--- src/rtl/stage_ex_pkg.sv ---
// Shared encodings for the execute stage: ALU opcodes, control bits, FSM states and funct3 values.
// The memory-access stage imports the same funct3 constants.
package stage_ex_pkg;

  localparam logic [3:0] OP_ADD    = 4'd0;
  localparam logic [3:0] OP_SUB    = 4'd1;
  localparam logic [3:0] OP_AND    = 4'd2;
  localparam logic [3:0] OP_OR     = 4'd3;
  localparam logic [3:0] OP_XOR    = 4'd4;
  localparam logic [3:0] OP_SLT    = 4'd5;
  localparam logic [3:0] OP_SLTU   = 4'd6;
  localparam logic [3:0] OP_SLL    = 4'd7;
  localparam logic [3:0] OP_SRL    = 4'd8;
  localparam logic [3:0] OP_SRA    = 4'd9;
  localparam logic [3:0] OP_PASSB  = 4'd10;
  localparam logic [3:0] OP_MUL    = 4'd11;
  localparam logic [3:0] OP_MULH   = 4'd12;
  localparam logic [3:0] OP_MULHSU = 4'd13;
  localparam logic [3:0] OP_MULHU  = 4'd14;

  // Ctl = {Branch, Jump, MemW, MemR}
  localparam int CTL_BRANCH = 3;
  localparam int CTL_JUMP   = 2;
  localparam int CTL_MEMW   = 1;
  localparam int CTL_MEMR   = 0;

  localparam logic [1:0] S_IDLE = 2'd0;
  localparam logic [1:0] S_HOLD = 2'd1;
  localparam logic [1:0] S_MUL  = 2'd2;

  localparam logic [2:0] F3_BEQ  = 3'b000;
  localparam logic [2:0] F3_BNE  = 3'b001;
  localparam logic [2:0] F3_BLT  = 3'b100;
  localparam logic [2:0] F3_BGE  = 3'b101;
  localparam logic [2:0] F3_BLTU = 3'b110;
  localparam logic [2:0] F3_BGEU = 3'b111;
  localparam logic [2:0] F3_SB   = 3'b000;
  localparam logic [2:0] F3_SH   = 3'b001;
  localparam logic [2:0] F3_SW   = 3'b010;

  function automatic logic is_mul_op(input logic [3:0] op);
    return (op >= OP_MUL) && (op <= OP_MULHU);
  endfunction

  function automatic logic branch_cond(input logic [2:0] f3, input logic [31:0] a,
                                       input logic [31:0] b);
    logic r;
    case (f3)
      F3_BEQ:  r = (a == b);
      F3_BNE:  r = (a != b);
      F3_BLT:  r = ($signed(a) < $signed(b));
      F3_BGE:  r = ($signed(a) >= $signed(b));
      F3_BLTU: r = (a < b);
      F3_BGEU: r = (a >= b);
      default: r = 1'b0;
    endcase
    return r;
  endfunction

endpackage

--- src/rtl/ex_store_align.sv ---
// Store byte-strobe generation and store data replication across the 32-bit bus.
module ex_store_align
  import stage_ex_pkg::*;
(
  input  logic [2:0]  funct3,
  input  logic [1:0]  addr,
  input  logic [31:0] rs2d,
  output logic [3:0]  strb,
  output logic [31:0] wdw
);

  always_comb begin
    strb = 4'hF;
    wdw  = rs2d;
    case (funct3)
      F3_SB: begin
        strb = 4'b0001 << addr;
        wdw  = {4{rs2d[7:0]}};
      end
      F3_SH: begin
        strb = 4'b0011 << {addr[1], 1'b0};
        wdw  = {2{rs2d[15:0]}};
      end
      default: ;
    endcase
  end

endmodule

--- src/rtl/stage_ex.sv ---
// Execute stage: ALU, branch/jump resolution, memory control word and result hold toward memory access.
// Optional macro STAGE_EX_MUL_EN adds a 32-iteration shift-add multiplier (state S_MUL).
//
// state  | meaning
// S_IDLE | empty, accepting Done_I
// S_HOLD | result valid on Done_O until Next_Ready
// S_MUL  | multiply in progress, not accepting
module stage_ex
  import stage_ex_pkg::*;
#(
  parameter int          XLEN   = 32,
  parameter logic [31:0] RST_PC = 32'h0
) (
  input  logic            clk,
  input  logic            rst,
  input  logic [XLEN-1:0] PC_I,
  input  logic            Done_I,
  input  logic [3:0]      ALUop,
  input  logic [XLEN-1:0] OpA,
  input  logic [XLEN-1:0] OpB,
  input  logic [XLEN-1:0] Imm,
  input  logic [XLEN-1:0] RS2D,
  input  logic [2:0]      Funct3_I,
  input  logic [4:0]      RWA_I,
  input  logic [3:0]      Ctl,
  input  logic            Next_Ready,
  output logic            Ready_O,
  output logic [XLEN-1:0] PC_O,
  output logic            Done_O,
  output logic [5:0]      MCW,
  output logic [XLEN-1:0] WDW,
  output logic [XLEN-1:0] MAddr_O,
  output logic [4:0]      RWA_O,
  output logic [2:0]      Funct3_O,
  output logic            Br_Taken,
  output logic [XLEN-1:0] Br_Target
);

  logic [1:0]  state, state_nxt;
  logic        accept, start_mul, take;
  logic [31:0] alu_res, mem_addr, res_c, target_c, wdw_c;
  logic [3:0]  strb_c;
  logic [5:0]  mcw_c;
  logic [4:0]  rwa_c;

  assign Ready_O = (state == S_IDLE) || ((state == S_HOLD) && Next_Ready);
  assign Done_O  = (state == S_HOLD);
  assign accept  = Done_I && Ready_O;

  always_comb begin
    case (ALUop)
      OP_ADD:   alu_res = OpA + OpB;
      OP_SUB:   alu_res = OpA - OpB;
      OP_AND:   alu_res = OpA & OpB;
      OP_OR:    alu_res = OpA | OpB;
      OP_XOR:   alu_res = OpA ^ OpB;
      OP_SLT:   alu_res = {31'b0, $signed(OpA) < $signed(OpB)};
      OP_SLTU:  alu_res = {31'b0, OpA < OpB};
      OP_SLL:   alu_res = OpA << OpB[4:0];
      OP_SRL:   alu_res = OpA >> OpB[4:0];
      OP_SRA:   alu_res = $unsigned($signed(OpA) >>> OpB[4:0]);
      OP_PASSB: alu_res = OpB;
      default:  alu_res = '0;
    endcase
  end

  assign mem_addr = OpA + OpB;

  ex_store_align u_align (
    .funct3 (Funct3_I),
    .addr   (mem_addr[1:0]),
    .rs2d   (RS2D),
    .strb   (strb_c),
    .wdw    (wdw_c)
  );

  // For JAL decode passes PC in OpA, so one (OpA + Imm) & ~1 path serves both jump forms.
  assign target_c = Ctl[CTL_JUMP] ? ((OpA + Imm) & ~32'd1) : (PC_I + Imm);
  assign take     = Ctl[CTL_JUMP] || (Ctl[CTL_BRANCH] && branch_cond(Funct3_I, OpA, OpB));

  always_comb begin
    res_c = alu_res;
    mcw_c = 6'b0;
    if (Ctl[CTL_JUMP])
      res_c = PC_I + 32'd4;
    else if (Ctl[CTL_MEMW] || Ctl[CTL_MEMR])
      res_c = mem_addr;
    if (Ctl[CTL_MEMW])
      mcw_c = {2'b10, strb_c};
    else if (Ctl[CTL_MEMR])
      mcw_c = 6'b01_0000;
    rwa_c = (Ctl[CTL_BRANCH] || Ctl[CTL_MEMW]) ? 5'd0 : RWA_I;
  end

`ifdef STAGE_EX_MUL_EN
  logic [4:0]  mul_cnt;
  logic [63:0] mul_acc, mul_acc_nxt, mul_fix;
  logic [31:0] mul_a, mul_res;
  logic        mul_neg, mul_hi, a_sgn, b_sgn;
  logic [32:0] mul_sum;

  assign start_mul = is_mul_op(ALUop);
  assign a_sgn     = (ALUop != OP_MULHU) && OpA[31];
  assign b_sgn     = ((ALUop == OP_MUL) || (ALUop == OP_MULH)) && OpB[31];

  assign mul_sum     = {1'b0, mul_acc[63:32]} + (mul_acc[0] ? {1'b0, mul_a} : 33'd0);
  assign mul_acc_nxt = {mul_sum, mul_acc[31:1]};
  assign mul_fix     = mul_neg ? (64'd0 - mul_acc_nxt) : mul_acc_nxt;
  assign mul_res     = mul_hi ? mul_fix[63:32] : mul_fix[31:0];
`else
  assign start_mul = 1'b0;
`endif

  always_comb begin
    state_nxt = state;
    case (state)
      S_IDLE: if (accept) state_nxt = start_mul ? S_MUL : S_HOLD;
      S_HOLD: begin
        if (accept)          state_nxt = start_mul ? S_MUL : S_HOLD;
        else if (Next_Ready) state_nxt = S_IDLE;
      end
`ifdef STAGE_EX_MUL_EN
      S_MUL:  if (mul_cnt == 5'd31) state_nxt = S_HOLD;
`endif
      default: state_nxt = S_IDLE;
    endcase
  end

  always_ff @(posedge clk or negedge rst) begin
    if (!rst) begin
      state     <= S_IDLE;
      PC_O      <= RST_PC;
      MCW       <= '0;
      WDW       <= '0;
      MAddr_O   <= '0;
      RWA_O     <= '0;
      Funct3_O  <= '0;
      Br_Taken  <= 1'b0;
      Br_Target <= '0;
`ifdef STAGE_EX_MUL_EN
      mul_cnt   <= '0;
      mul_acc   <= '0;
      mul_a     <= '0;
      mul_neg   <= 1'b0;
      mul_hi    <= 1'b0;
`endif
    end else begin
      state    <= state_nxt;
      Br_Taken <= accept && take;
      if (accept) begin
        PC_O      <= PC_I;
        MCW       <= mcw_c;
        WDW       <= Ctl[CTL_MEMW] ? wdw_c : 32'd0;
        MAddr_O   <= res_c;
        RWA_O     <= rwa_c;
        Funct3_O  <= Funct3_I;
        Br_Target <= target_c;
      end
`ifdef STAGE_EX_MUL_EN
      if (accept && start_mul) begin
        mul_cnt <= '0;
        mul_a   <= a_sgn ? (32'd0 - OpA) : OpA;
        mul_acc <= {32'd0, b_sgn ? (32'd0 - OpB) : OpB};
        mul_neg <= a_sgn ^ b_sgn;
        mul_hi  <= (ALUop != OP_MUL);
      end else if (state == S_MUL) begin
        mul_cnt <= mul_cnt + 5'd1;
        mul_acc <= mul_acc_nxt;
        if (mul_cnt == 5'd31) MAddr_O <= mul_res;
      end
`endif
    end
  end

endmodule
--- config.mk ---
export PLATFORM = sky130hd
export DESIGN_NAME = stage_ex
export DESIGN_NICKNAME = d
export VERILOG_FILES = /design/src/rtl/stage_ex_pkg.sv /design/src/rtl/ex_store_align.sv /design/src/rtl/stage_ex.sv
export SDC_FILE = /design/constraint.sdc
export NUM_CORES = 1
export LEC_CHECK = 0
export ABC_AREA = 1
export BUFFER_PORTS_ARGS = -buffer_cell sky130_fd_sc_hd__buf_2
export CELL_PAD_IN_SITES_DETAIL_PLACEMENT = 0
export CELL_PAD_IN_SITES_GLOBAL_PLACEMENT = 2
export CORE_MARGIN = 10
export CORE_UTILIZATION = 31
export DETAILED_ROUTE_END_ITERATION = 10
export MAX_ROUTING_LAYER = met4
export PLACE_DENSITY_LB_ADDON = 0.1
export SLEW_MARGIN = 40
export SYNTH_ARGS = -nofsm -noshare
export SYNTH_HDL_FRONTEND = slang
export SYNTH_SLANG_ARGS = --single-unit
export TNS_END_PERCENT = 100
--- constraint.sdc ---
create_clock -name clk -period 3 [get_ports clk]
set_input_delay 0.45 -clock clk [delete_from_list [all_inputs] [get_ports clk]]
set_output_delay 0.45 -clock clk [all_outputs]
set_load 0.005 [all_outputs]
## Word-level counts from Yosys, hierarchy flattened

Index checks and enable logic that the tools add are counted.

- Output and inout port bits: 145
- Flip-flop bits (word level): 145
- Word-level logic and storage cells: 73
- Input port bits: 180

- Eq/ne operators: 20
- Bitwise gates (word level): 3
- Shift-type cells: 5
- $add $sub $neg: 5
- Reductions and logical operators: 12
- Muxes and demuxes: 15
- Magnitude comparators: 4

Operators with widths:

| kind | count |
|---|---|
| $pmux W32 S11 | 1 |
| $mux W32 | 4 |
| $add A32 B32 Y32 | 3 |
| $ge A32 B32 Y1 | 2 |
| $lt A32 B32 Y1 | 2 |
| $pmux W32 S2 | 1 |
| $add A32 B3 Y32 const B | 1 |
| $and A32 B32 Y32 | 1 |
| $eq A32 B32 Y1 | 1 |
| $ne A32 B32 Y1 | 1 |
| $or A32 B32 Y32 | 1 |
| $shl A32 B5 Y32 | 1 |
| $shr A32 B5 Y32 | 1 |
| $sshr A32 B5 Y32 | 1 |
| $sub A32 B32 Y32 | 1 |
| $xor A32 B32 Y32 | 1 |
| $eq A4 B3 Y1 const B | 4 |
| $eq A3 B3 Y1 const B | 4 |
| $eq A4 B4 Y1 const B | 3 |
| $mux W5 | 2 |
| $eq A4 B2 Y1 const B | 2 |
| $pmux W4 S2 | 1 |
| $mux W2 | 3 |
| $mux W6 | 1 |
| other kinds (15) | 21 |

## Longest topological paths before layout

Gate-level depths: netlist of run 1.

- Depth after elaboration: 6
- Depth in mapped cells: 22
- Depth with buffers taken out: 20

## Cells and area by module

From an unflattened synthesis of run 1, not the netlist that was laid out.

- Cell total of the unflattened synthesis: 3727
- Area total of the unflattened synthesis: 21230.4 um2

Modules (own cells, without submodules):

| module | instances | sequential area each (um2) | area an instance (um2) | cells each |
|---|---|---|---|---|
| stage_ex | 1 | 3603.5 | 20731.1 | 3620 |
| ex_store_align | 1 | 0.0 | 499.2 | 107 |

## Worst setup path after synthesis of run 1

OpenSTA, ideal clock, no wires.

- Path type: input to register
- Start: input port OpB[2]
- End: register MAddr_O[0]
- Required time: 2.883 ns
- Library setup time: 0.117 ns
- Data arrival time: 2.595 ns
- Path slack: 0.288 ns
- Stages on the path: 22
- Cells stage by stage: buf_2 clkinv_1 buf_2 buf_2 ha_1 buf_4 inv_1 nand2_1 o21ai_2 nand2_1 nand2_2 nand2_1 nand2_2 nand2_2 nand2_1 nand2_1 nand4_1 nand2_1 nand2_1 nand2_1 nand2_1 nand2_1

- Cells in the longest elaborated chain, start to end: 4
- Elaborated cells on any way between the ends: 8

Ends and longest elaborated chain:

| element | line | source |
|---|---|---|
| start, declared | stage_ex.sv:20 | `input logic [XLEN-1:0] OpB,` |
| $lt A32 B32 Y1, or another cell as far along | stage_ex.sv:58 | `OP_SLTU: alu_res = {31'b0, OpA < OpB};` |
| $pmux W32 S11 (*) | stage_ex.sv:51 | `case (ALUop)` |
| $mux W32 (*) | stage_ex.sv:86 | `else if (Ctl[CTL_MEMW] \|\| Ctl[CTL_MEMR])` |
| $mux W32 (*) | stage_ex.sv:84 | `if (Ctl[CTL_JUMP])` |
| end signal, assigned | stage_ex.sv:154 | `MAddr_O <= res_c;` |
| end, declared | stage_ex.sv:32 | `output logic [XLEN-1:0] MAddr_O,` |

Every way passes the cells marked *; elsewhere a longest branch is shown, timed or not.
A chain may end at the register's enable or synchronous reset.

## Worst setup path in the final report of run 1

- Start: input port OpA[10]
- End: register MAddr_O[16]

- Cells in the longest elaborated chain, start to end: 4
- Elaborated cells on any way between the ends: 8

Ends and longest elaborated chain:

| element | line | source |
|---|---|---|
| start, declared | stage_ex.sv:19 | `input logic [XLEN-1:0] OpA,` |
| $sub A32 B32 Y32, or another cell as far along | stage_ex.sv:53 | `OP_SUB: alu_res = OpA - OpB;` |
| $pmux W32 S11 | stage_ex.sv:51 |  |
| $mux W32 (*) | stage_ex.sv:86 |  |
| $mux W32 (*) | stage_ex.sv:84 |  |

Marked as above.

==> results of run 1 <==
==> worst paths after layout <==
check / startpoint / end / slack [ns] / cells after the start
max: OpA[10] / MAddr_O[16]$_DFFE_PN0P_ / 0.36 / 18
min: RWA_I[2] / RWA_O[2]$_DFFE_PN0P_ / 0.23 / 3
max reg2reg: state[0]$_DFFE_PN0P_ / MAddr_O[22]$_DFFE_PN0P_ / 1.15 / 7
min reg2reg: MAddr_O[8]$_DFFE_PN0P_ / MAddr_O[8]$_DFFE_PN0P_ / 0.48 / 2
max in group asynchronous: rst / MAddr_O[2]$_DFFE_PN0P_ / 1.69 / 3
min in group asynchronous: rst / WDW[12]$_DFFE_PN0P_ / 0.53 / 2
==> kinds of logic (layout without fill, tap and decap cells) <==
logic type,after synthesis,in the layout,share of synthesized area [%]
AND/OR/NAND/NOR,2148,2148,43.3
AO/OA/AOI/OAI,652,652,17.6
buffers and inverters,541,1057,10.3
adder cells (fa/ha/maj),163,163,9.96
flip-flops,144,144,17.3
XOR/XNOR,32,32,1.35
multiplexers,2,2,0.0963
==> metrics by stage <==
step                      hold WS [ns]  TNS, ns
after floorplan                  0.154        0
after global placement           0.457  -0.0915
after detailed placement         0.460  -0.0275
after CTS                        0.207        0
after global routing             0.223        0
final                            0.228        0
==> registers in the layout, summed over array words and instances (netlist names) <==
| register | flops |
|---|---|
| Funct3_O | 3 |
| state | 1 |
| Br_Target | 32 |
| WDW | 32 |
| PC_O | 32 |
| MCW | 6 |
| RWA_O | 5 |
| Br_Taken | 1 |
| MAddr_O | 32 |
==> cell type report <==
class                   instances  area [um^2]
clock buffers                  17          425
clock inverters                15          193
fillers                      7610        40000
inverters                     394         1480
multi-input cells            2997        15000
flip-flops and latches        144         3600
well taps                     864         1080
repair buffers                631         4240
==> critical path, delay by kind of cell <==
kind / cells / cell delay [ns]
and+or+nand+nor: 14 / 1.69
buffers and inverters: 3 / 0.43
adders and majority gates: 1 / 0.41
==> cell usage after synthesis (all sizes together), types with 8 or more instances <==
cell and number:
nand4 44, and2 12, nand2 1250, o21bai 20, xor2 25, clkbuf 65, nor2 316, a21o 20
o21a 9, dfrtp 144, or2 8, o221ai 8, ha 159, a31oi 25, o31ai 20, inv 391
nor3 52, o22ai 24, a21oi 239, nor4 19, nand3 437, o21ai 241, o211ai 32, buf 82
==> power breakdown <==
| group | leakage [nW] | internal [W] | switching, W | total (W) |
|---|---|---|---|---|
| registers | 1.77 | 0.00225 | 0.000192 | 0.00244 |
| logic | 12.0 | 0.00167 | 0.00315 | 0.00482 |
| clock network | 0.295 | 0.00120 | 0.00110 | 0.00230 |
==> layer usage <==
| metal | wire [um] | track usage [%] | vias up |
|---|---|---|---|
| li1 | - | - | 13147 |
| met1 | 57200 | 43.3 | 12971 |
| met2 | 57000 | 50.9 | 1098 |
| met3 | 7920 | 3.40 | 111 |
| met4 | 2900 | 6.74 | 0 |
| met5 | 0 | - | - |
==> cells in the final DEF, fill, tap and decap left out, types with 6 or more instances in the layout <==
cell / instances
nand2_1: 1242
nor3_1: 50
xnor2_1: 7
nand2_2: 7
a21o_1: 20
buf_12: 24
inv_1: 375
o31ai_1: 20
nand3_1: 437
dfrtp_1: 144
o21ai_1: 16
o21bai_1: 20
a21oi_1: 238
nand4_1: 44
inv_2: 16
nor2_2: 12
nand3b_1: 6
a31oi_1: 24
or2_2: 6
xor2_1: 25
ha_1: 159
o21ai_0: 224
clkbuf_16: 17
and2_1: 12
o221ai_1: 8
buf_2: 323
nor2_1: 301
nor4_1: 18
o22ai_1: 24
o211ai_1: 32
o21a_1: 9
buf_4: 282
==> flow_summary.ini, run 1 <==
[clocking]
postCtsSetupRepairBufs = 0
cts.reportedPaths.clkPinSlew_ns = 0.08
clkSinkCount = 144
htree_num_levels = 4
ctsRootBufferMaster = clkbuf_16
cts_repair_resize_count = 0
cts_max_path_buffers = 2
hold_buffers = 1
tritoncts = done
clkLatencyLatePin_ns = 0.47
tritoncts.num_buffers = 17

[route]
wl_per_cell_um = 24.7
avgViaCountPerCell = 5.40
drtIter0Drc = 3072
postRouteAntennaNets = 0
drcViolationCount = 0
drt_pass1_iterations = 6
drt-total-wl_mm = 125
dr_total_vias = 27327

[final_layout]
n_antenna_cell = 0
final_cells = 5062
post_route_cells_drive_above_1_share_pct = 17.0
post_route_utilization_pct = 39.4
stdcell_area_um2 = 26100
fin_nets = 4528
area_added_between_synthesis_and_finish_pct = 25.4

[setup_path]
timing.critical_path.mode_cell = nand2_1
critical_path.cell_chain = buf_2 -> inv_1 -> ha_1 -> buf_4 -> nand2_1 -> nor2_1 -> and3_1 -> nand2_1 -> nand3_1 -> nand2_1 -> nand3_1 -> nand2_1 -> nand2_1 -> nand3b_1 -> nand2_1 -> nand3_1 -> nand2_1 -> nand2_1
slowest_stage = ha_1
critPathRequiredTime_ns = 3.36
cpPeakStageDelay_ns = 0.41
end_kind = flip-flop
worst-path-max-fanout = 5
cp-start-kind = primary input
timing.critical_path.arrival_ns = 3.00
path_class = in -> reg

[outcome]
run_status = complete, no violations

[sta]
maxSlewViolCount = 0
max_freq_mhz = 378
rsz0062_at_grt = no
timing.final.setup_violations = 0
timing.final.crit_share_pct = 88.1
finalClockSkew_ns = 0.00987
finalCriticalPeriod_ns = 2.64
timing_worst_slew_pin_value_ns = 0.673
finalWorstSetupSlack_ns = 0.357
slew_headroom_pct = 55.1
finalHoldViolations = 0

[synthesis]
synth_cells = 3682
yosys_most_used_dff = dfrtp_1
synth.distinct_cells = 52
postSynthNetCount = 4025
synthesis.area_per_instance_um2 = 5.64
yosysTopAreaCell = nand2_1
sequential_share_of_the_synthesized_area_pct = 17.3
async_reset_ff_share_pct = 100
synth_top_area_share_pct = 22.5
yosysWarningCount = 0
netlist_area_um2 = 20800
synth-seq-cells = 144
number_of_enable_type_register_cells_in_the_synthesized_netlist = 0
synth_area_leaders = nand2_1 22%, dfrtp_1 17%, nand3_1 11%, ha_1 9.6%, inv_1 6.8%

[pwr]
vdd.ir_drop.worst_mv = 0.380
totalPowerFinal_w = 0.00955
power_density_nw_per_um2 = 366
leak_nw = 14.1

[floorplan]
floorplan.core_area_um2 = 66100
initial_utilization_pct = 31.4
die_area_um2 = 77800
die_h_um = 279
fp-row-count = 94
boundaryPins = 325
fp.dieW_um = 279

[min_path]
timing.hold.worst.class = in -> reg

[grt]
grt_max_degree = 141
first_pass_grt_wire_length_mm = 180
number_of_global_route_vias_before_repair = 26222
overflow_left_after_global_routing = 0
initial_antenna_violation_count = 1
grt_usage_pct = 32.0

[place]
dp_slack_ns = -0.0275
post-dp-hpwl_mm = 105
port_buffers = 324
dpl-instance-area_um2 = 25400
place.gp.congestion = 1.05
place.detailed.instances = 5029

[job]
maxCapViolations = 0
Note: power is estimated with default switching activity, not from simulation.
==> run 2: changes to the inputs <==
==> constraint.sdc (replaced) <==
create_clock -name clk -period 3 [get_ports clk]
set_input_delay 0.3 -clock clk [delete_from_list [all_inputs] [get_ports clk]]
set_output_delay 0.3 -clock clk [all_outputs]
set_load 0.005 [all_outputs]
==> run 2 against run 1 <==
Against the previous run:
- via count shrank 1.4%
- final cell count shrank 2.1%
- highest routed layer unchanged
- largest power group unchanged
- clock skew grew 0.0017 ns
- worst hold slack lost 0.14 ns
- global-route usage grew 0.28 points
- core utilization shrank 1.4 points
- critical endpoint is now MAddr_O[0]$_DFFE_PN0P_
==> flow_summary.ini, run 2 (synthesis gave the netlist of run 1 again) <==
[final_layout]
stdcell_area_um2 = 25100
post_route_cells_drive_above_1_share_pct = 14.8
layout_common_cells = 1,242 x nand2_1, 437 x nand3_1, 375 x inv_1, 323 x buf_2, 301 x nor2_1
area_added_between_synthesis_and_finish_pct = 20.9
final_common_cell = nand2_1
post_route_utilization_pct = 38.0
fin_nets = 4418

[place]
dp_slack_ns = 0.0637
dpl-instance-area_um2 = 24500
post-dp-hpwl_mm = 106
place.gp.congestion = 1.03
port_buffers = 324

[outcome]
run_status = complete, no violations

[clocking]
cts_max_path_buffers = 2
tritoncts = done
clkSinkCount = 144
clkLatencyLatePin_ns = 0.47
postCtsSetupRepairBufs = 0
hold_buffers = 1
cts_repair_resize_count = 0
ctsRootBufferMaster = clkbuf_16
htree_num_levels = 4
tritoncts.num_buffers = 17
cts.reportedPaths.clkPinSlew_ns = 0.07

[setup_path]
cp-start-kind = primary input
end_kind = flip-flop
path_class = in -> reg
critPathRequiredTime_ns = 3.39
timing.critical_path.arrival_ns = 2.97
worst-path-max-fanout = 4

[sta]
timing.final.setup_violations = 0
maxSlewViolCount = 0
max_freq_mhz = 388
hold-worst-slack_ns = 0.0883
slew_headroom_pct = 48.6
finalHoldViolations = 0
finalWorstSetupSlack_ns = 0.426
setup_total_negative_slack_ns = 0
finalCriticalPeriod_ns = 2.57
timing_worst_slew_pin_value_ns = 0.771
timing.final.crit_share_pct = 85.8
finalClockSkew_ns = 0.0116
rsz0062_at_grt = no

[floorplan]
die_area_um2 = 77800
initial_utilization_pct = 31.4
floorplan.core_area_um2 = 66100
boundaryPins = 325
fp-row-count = 94
fp.dieW_um = 279
die_h_um = 279

[grt]
grt_most_used_layer = met2
grt.met3_usage_pct = 3.64
grt_usage_pct = 32.3
number_of_global_route_vias_before_repair = 26121
grt_util_met2_pct = 50.7
first_pass_grt_wire_length_mm = 181
overflow_left_after_global_routing = 0
grt_max_degree = 177
grt.met1_usage_pct = 43.3
initial_antenna_violation_count = 8

[route]
drcViolationCount = 0
drt_pass1_iterations = 8
drtIter0Drc = 2958
drt-total-wl_mm = 126
avgViaCountPerCell = 5.44
postRouteAntennaNets = 0
dr_total_vias = 26957
wl_per_cell_um = 25.5

[pwr]
power_density_nw_per_um2 = 373
vdd.ir_drop.worst_mv = 0.300
leak_nw = 13.5

[min_path]
timing.hold.worst.class = in -> reg

[job]
maxCapViolations = 0
[run 2: final timing paths]
| path | startpoint | endpoint | slack (ns) | cells after the start |
|---|---|---|---|---|
| max | OpA[21] | MAddr_O[0]$_DFFE_PN0P_ | 0.43 | 18 |
| min | Ctl[1] | MCW[4]$_DFFE_PN0P_ | 0.09 | 2 |
| max reg2reg | state[0]$_DFFE_PN0P_ | MAddr_O[22]$_DFFE_PN0P_ | 1.08 | 8 |
| min reg2reg | MAddr_O[14]$_DFFE_PN0P_ | MAddr_O[14]$_DFFE_PN0P_ | 0.47 | 2 |
| max in group asynchronous | rst | MAddr_O[16]$_DFFE_PN0P_ | 1.78 | 3 |
| min in group asynchronous | rst | WDW[29]$_DFFE_PN0P_ | 0.29 | 2 |
[run 2: worst max-delay path: stages]
cell     delay (ns)
buf_2          0.20
inv_1          0.09
ha_1           0.33
inv_2          0.09
a21oi_1        0.40
o21ai_1        0.18
inv_1          0.10
nand2_1        0.07
a21oi_1        0.40
nand2_1        0.16
buf_4          0.16
nor3_1         0.12
nor2_1         0.06
nand2_1        0.06
nand2_1        0.04
nand2_1        0.08
nand2_1        0.05
nand2_1        0.06
[run 2: area by class of cell]
type | count | area (um^2)
diodes | 5 | 12.5
clock buffers | 17 | 425
clock inverters | 15 | 189
fillers | 7795 | 41000
inverters | 394 | 1480
multi-input cells | 2997 | 15000
flip-flops and latches | 144 | 3600
well taps | 864 | 1080
repair buffers | 521 | 3280
[run 2: power by group]
part / internal, W / leakage (nW) / switching [W]
registers: 0.00225 / 1.77 / 0.000198
clock network: 0.00113 / 0.298 / 0.00111
logic: 0.00152 / 11.5 / 0.00315
total: 0.00490 / 13.5 / 0.00446
[run 2: through the flow]
step / cells / power (W)
floorplan: 3682 / 0.00484
global placement: 4919 / 0.00710
detailed placement: 4919 / 0.00707
CTS: 4952 / 0.00935
global route: 4957 / 0.00993
finish: 4957 / 0.00936
[run 2: routing by layer]
metal | up-vias | wire (um)
li1 | 12926 | -
met4 | 0 | 3680
met3 | 132 | 8640
met5 | - | 0
met2 | 1104 | 57300
met1 | 12795 | 56700
